<file path="src/rtl/sync_fifo_cfg.sv">
// Synchronous FIFO with programmable almost-full/almost-empty levels,
// selectable registered or first-word-fall-through read, sticky errors.
module sync_fifo_cfg #(
  parameter int FIFO_DEPTH = 16,
  parameter int DATA_WIDTH = 32,
  parameter bit FWFT       = 1'b0,
  parameter int ADDR_WIDTH = $clog2(FIFO_DEPTH)
) (
  input  logic                  i_clk,
  input  logic                  i_rst,
  input  logic                  i_valid_s,
  input  logic [DATA_WIDTH-1:0] i_datain,
  output logic                  o_ready_s,
  input  logic                  i_ready_m,
  output logic                  o_valid_m,
  output logic [DATA_WIDTH-1:0] o_dataout,
  input  logic [ADDR_WIDTH:0]   i_almostfull_lvl,
  input  logic [ADDR_WIDTH:0]   i_almostempty_lvl,
  output logic                  o_full,
  output logic                  o_almostfull,
  output logic                  o_empty,
  output logic                  o_almostempty,
  output logic [ADDR_WIDTH:0]   o_count,
  input  logic                  i_flush,
  output logic                  o_overflow,
  output logic                  o_underflow,
  input  logic                  i_clr_err
);

  localparam logic [ADDR_WIDTH:0]   DEPTH_C = (ADDR_WIDTH+1)'(FIFO_DEPTH);
  localparam logic [ADDR_WIDTH:0]   CNT_ONE = (ADDR_WIDTH+1)'(1);
  localparam logic [ADDR_WIDTH-1:0] PTR_ONE = ADDR_WIDTH'(1);

  logic [DATA_WIDTH-1:0] mem [FIFO_DEPTH];
  logic [ADDR_WIDTH-1:0] wr_ptr;
  logic [ADDR_WIDTH-1:0] rd_ptr;
  logic                  wr_en;
  logic                  rd_en;

  assign o_full        = (o_count == DEPTH_C);
  assign o_empty       = (o_count == '0);
  assign o_almostfull  = (o_count >= i_almostfull_lvl);
  assign o_almostempty = (o_count <= i_almostempty_lvl);
  assign o_ready_s     = ~o_full;

  assign wr_en = i_valid_s & ~o_full;
  assign rd_en = i_ready_m & ~o_empty;

  always_ff @(posedge i_clk) begin
    if (wr_en) begin
      mem[wr_ptr] <= i_datain;
    end
  end

  always_ff @(posedge i_clk) begin
    if (i_rst || i_flush) begin
      wr_ptr  <= '0;
      rd_ptr  <= '0;
      o_count <= '0;
    end else begin
      if (wr_en) wr_ptr <= wr_ptr + PTR_ONE;
      if (rd_en) rd_ptr <= rd_ptr + PTR_ONE;
      if (wr_en && !rd_en) begin
        o_count <= o_count + CNT_ONE;
      end else if (rd_en && !wr_en) begin
        o_count <= o_count - CNT_ONE;
      end
    end
  end

  // set beats clear; flush leaves the error history alone
  always_ff @(posedge i_clk) begin
    if (i_rst) begin
      o_overflow  <= 1'b0;
      o_underflow <= 1'b0;
    end else begin
      if (i_valid_s && o_full) begin
        o_overflow <= 1'b1;
      end else if (i_clr_err) begin
        o_overflow <= 1'b0;
      end
      if (i_ready_m && o_empty) begin
        o_underflow <= 1'b1;
      end else if (i_clr_err) begin
        o_underflow <= 1'b0;
      end
    end
  end

  if (FWFT) begin : g_fwft
    assign o_valid_m = ~o_empty;
    assign o_dataout = mem[rd_ptr];
  end else begin : g_reg
    always_ff @(posedge i_clk) begin
      if (i_rst) begin
        o_valid_m <= 1'b0;
        o_dataout <= '0;
      end else begin
        o_valid_m <= rd_en & ~i_flush;
        if (rd_en && !i_flush) begin
          o_dataout <= mem[rd_ptr];
        end
      end
    end
  end

endmodule

</file>
<file path="config.mk">
export PLATFORM = sky130hd
export DESIGN_NAME = sync_fifo_cfg
export DESIGN_NICKNAME = d
export VERILOG_FILES = /design/src/rtl/sync_fifo_cfg.sv
export SDC_FILE = /design/constraint.sdc
export NUM_CORES = 1
export LEC_CHECK = 0
export BUFFER_PORTS_ARGS = -buffer_cell sky130_fd_sc_hd__buf_2
export CORE_MARGIN = 8
export CORE_UTILIZATION = 50
export CTS_CLUSTER_SIZE = 25
export DETAILED_ROUTE_END_ITERATION = 8
export GPL_ROUTABILITY_DRIVEN = 0
export GPL_TIMING_DRIVEN = 0
export HOLD_SLACK_MARGIN = 0.15
export PLACE_DENSITY_LB_ADDON = 0.12
export SETUP_SLACK_MARGIN = 0.5
export SYNTH_ARGS = -nofsm -noshare
export SYNTH_HDL_FRONTEND = slang
export SYNTH_SLANG_ARGS = --single-unit
</file>
<file path="constraint.sdc">
create_clock -name i_clk -period 6.93 [get_ports i_clk]
set_clock_uncertainty 0.15 [all_clocks]
set_input_delay 0.3465 -clock i_clk [delete_from_list [all_inputs] [get_ports i_clk]]
set_output_delay 0.3465 -clock i_clk [all_outputs]
set_load 0.02 [all_outputs]
</file>
======== Yosys cells after proc, flatten, opt, wreduce, memory -nomap -nowiden ========
Memories as Yosys holds them, arrays and structs flattened. A register that Yosys moved wholly into a read port is not among the register bits.
Index checks and enable logic that the tools add are counted.
cells by class
  add/sub/neg operators ................... 4
  $lt $le $gt $ge ......................... 2
  eq/ne operators ......................... 1
  muxes and demuxes ....................... 7
  bitwise operators ....................... 6
  reductions and logical operators ........ 13
operators by type and width
  kind                 number
  $mux 5               2
  $add 4x1->4 const B  2
  $reduce_bool 2->1    3
  $add 5x1->5 const B  1
  $eq 5x5->1 const B   1
  $ge 5x5->1           1
  $le 5x5->1           1
  $logic_and 1x1->1    5
  $logic_not 5->1      1
  $mux 1               5
  $sub 5x1->5 const B  1
  $and 1x1->1          3
  $logic_not 1->1      3
  $not 1->1            3
  $logic_or 1x1->1     1
word-level totals
  register bits ........................... 16
  RAM bits ................................ 512
  input port bits ......................... 48
  output and inout port bits .............. 45
  word-level logic and storage cells ...... 40
  memories ................................ 1
memory list
  name  depth  width  rd ports  clocked after memory_dff  write ports  RTL line  RTL
  mem   16     32     1         1                         1            34        logic [DATA_WIDTH-1:0] mem [FIFO_DEPTH];

======== Depth between registers and ports, before layout ========
  depth after elaboration ................. 7
  mapped depth ............................ 11
  mapped depth without buffers ............ 11

======== Worst setup path before layout ========
Ideal clock, no wire load.
  kind .................................... register to register
  start point ............................. register o_count[1]
  end point ............................... memory mem[3][0], enable pin
  setup time .............................. 0.461 ns
  arrival ................................. 3.436 ns
  data required time ...................... 6.319 ns
  slack ................................... 2.883 ns
  stages on the path, launching flop included .. 5
  path buffers ............................ 0
  clock period less this slack ............ 4.047 ns
  cell sequence ........................... dfxtp_1 nor4_4 a21boi_2 nand2_1 nor3_1
between the ends
  longest elaborated chain between the ends .. 5
RTL lines
  item                          RTL line  RTL
  start: declaration            23        output logic [ADDR_WIDTH:0] o_count,
  start signal: assignment      64        o_count <= o_count + CNT_ONE;
  start signal: assignment      66        o_count <= o_count - CNT_ONE;
  $eq 5x5->1                    40        assign o_full = (o_count == DEPTH_C);
  $not 1->1                     46        assign wr_en = i_valid_s & ~o_full;
  $and 1x1->1                   46
  via wr_en                     37        logic wr_en;
  $mux 1                        50        if (wr_en) begin
  $mux 1 (not written as such)  51        mem[wr_ptr] <= i_datain;
  end: declaration              34
The timed path passes the listed nets, and every way through them passes these cells.

======== Final worst setup path ========
  start point ............................. register o_count[1]
  end point ............................... memory mem[0][17], enable pin
Same word-level chain as after synthesis.

==> results_dict.tcl <==
set metrics [dict create \
    outcome "completed" \
    p_switching_uw 1590 \
    seq_power_share_pct 51.7 \
    clock_latency_ps 590 \
    whs_ps 334 \
    mostFrequentLayoutCells "512 x edfxtp_1, 128 x mux4_2, 110 x buf_2, 57 x clkbuf_16, 54 x nor2_1" \
    setup_tns_ps 0 \
    detail-route-antenna-nets 0 \
    p_int_uw 5750 \
    syn2layout_area_growth_pct 18.0 \
    ys_ff_latch 560 \
    cts_buffer_depth 3 \
    syn_nets 1067 \
    start_util_pct 50.2 \
    worstHoldStart "o_dataout[4]" \
    io-pin-count 93 \
    hold_violations 0 \
    yosysUniqueCellTypes 39 \
    seq_area_frac_synth_pct 76.2 \
    rows 76 \
    critPathLaunch "o_count[1]" \
    ys.flop_type "edfxtp_1" \
    endpoint_kind "register" \
    worstPathCellList "nor4_4 -> a21boi_2 -> nand2_1 -> nor3_2 -> buf_6 -> buf_4" \
    drt_iter0_drc 865 \
    hold_class "register to register" \
    dr.pass1.iters 5 \
    fillerInstances 3069 \
    cts_max_level 2 \
    cp_data_required_time_ps 7070 \
    cts_tree "done" \
    fin_util_pct 59.3 \
    wl_per_cell_um 25.2 \
    p_comb_share_pct 7.6 \
    hpwl_um 29500 \
    synth_area_um2 21400 \
    cellPowerDensity_nw_per_um2 290 \
    fin_crit_ps 3160 \
    design.die.area_um2 49800 \
    grt_usage_pct 18.4 \
    fp.dieH_um 223 \
    worst_pin_slew_ps 979 \
    maxCapViolCount 0 \
    vdd_drop_max_mv 0.205 \
    diodes 0 \
    endpoint "mem[0][17]" \
    drc 0 \
    r2r_end "mem[0][17]" \
    period_share_pct 45.6 \
    yosysWarnings 0 \
    layout_commonest_cell "edfxtp_1" \
    fmax_mhz 317 \
    critPathSlowestCell "nor3_2" \
    grt_max_degree 23 \
    max_stage_delay_ps 740 \
    power_uw 7350 \
    cts-root-buf "clkbuf_16" \
    core-area_um2 42700 \
    grt_pass1_vias 10774 \
    p_clk_share_pct 40.7 \
    worst-path-max-fanout 10 \
    synth_area_per_cell_um2 21.5 \
    dp_slack_ps 3730 \
    die_width_um 223 \
    switching_share_pct 21.7 \
    timing.rr.start "o_count[1]" \
    viasPerCell 5.70 \
    arrival_ps 3300 \
    path_clk_slew_ps 60 \
    cts_resized 0 \
    io_buffer_count 92 \
    synthArstFlopShare_pct 0 \
    dr_total_vias 10277 \
    r2r_setup_slack_ps 3770 \
    wl_um 45400 \
    worstRegToRegCells 6 \
    cts_made_buffers 55 \
    drive_above_1_share_pct 32.2 \
    antenna_found_initial 0 \
    clock-sinks 560 \
    seqCellArea_um2 16300 \
    critPathKind "register to register" \
    slew_headroom_pct 34.7 \
    fin_ws_ps 3770 \
    rsz0062_at_grt "no" \
    cp-start-kind "register" \
    multi_input_area_um2 4910 \
    synth-edff-count 512 \
    setup_viol 0 \
    grt_overflow 0 \
    grt_pass1_wl_um 68800 \
    leakagePower_uw 0.00824 \
    final_net_count 1280 \
    maxSlewViolCount 0 \
    synthCells 999 \
]
registers in the layout (all words and copies together), names as in the netlist:
name	cells
o_dataout	32
o_valid_m	1
o_underflow	1
o_count	5
o_overflow	1
mem	512
rd_ptr	4
wr_ptr	4
synth_stat cells (2+ instances only):
library cell  number  area (um^2)
clkbuf_1          23         86.3
a22oi_1            2         15.0
edfxtp_1         512        15400
buf_1              6         22.5
nor2b_1            2         12.5
nand2_1           11         41.3
buf_2             18         90.1
buf_6              5         56.3
inv_1             14         52.6
a21oi_1            8         40.0
nand2b_1           3         18.8
mux2_2            32          360
a21o_1             2         15.0
dfxtp_1           48          961
o21ai_1            2         10.0
nor3_1             4         20.0
nand4_1            2         12.5
inv_2              2         7.51
or3_1              2         12.5
nor2_1            66          248
mux4_2           128         2880
xnor2_1            4         35.0
a221o_1           32          320
ha_1              19          238
xor2_1             6         52.6
mux2i_1           33          330
cells by family after synthesis:
group	after synthesis	share of synthesized area, %
xor gates and xnor gates	10	0.408
buffers and inverters	68	1.47
muxes	193	16.7
DFF	560	76.2
AOI/OAI and AO/OA	52	2.14
and+or+nand+nor	96	1.96
adders and majority gates	20	1.20
through the flow:
step / instances / instance area, um^2
after CTS: 1802 / 25300
after detailed placement: 1663 / 23100
after global placement: 1637 / 22600
final: 1802 / 25300
after global routing: 1802 / 25300
after floorplan: 999 / 21400
what timing repair did:
action | CTS | global route
endpoints found under the setup margin | 0 | 0
setup buffers | 0 | 0
hold endpoints to repair | 522 | 0
hold buffers | 38 | 0
layout make-up:
class | instances | area share [%]
buffer | 52 | 1.01
clock buffer | 77 | 6.09
clock inverter | 24 | 1.07
inverter | 16 | 0.237
multi-input combinational | 371 | 19.4
sequential | 560 | 64.5
tap | 546 | 2.70
timing repair buffer | 156 | 5.00
power by group through the flow:
stage	Combinational, uW	Sequential [uW]	Clock (uW)
floorplan	303	3900	0
global placement	518	3870	0
detailed placement	543	3870	0
CTS	565	3800	3050
global route	603	3800	3170
finish	559	3800	2990
routing by layer:
layer  wire length (um)  part of all wire (%)  GRT usage (%)
met1              20300                    45           25.7
met2              22400                    49           30.4
met3               1980                   4.4           3.07
met4                753                   1.7           3.99
met5                  0                     0              0
critical path, delay by kind of cell (launching register included):
kind / cells / cell delay (ps)
buf+inv: 2 / 510
flops: 1 / 590
simple gates: 3 / 1200
compound gates: 1 / 390
how the worst min path moves through the flow:
stage | to | slack [ps] | cells past startpoint
2_1_floorplan | o_overflow | 270 | 1
3_3_place_gp | o_dataout[7] | 330 | 1
5_1_grt | o_underflow | 340 | 3
4_1_cts | o_underflow | 330 | 3
6_report | o_dataout[4] | 330 | 1
3_5_place_dp | o_dataout[4] | 320 | 1
Note: power is estimated with default switching activity, not from simulation.
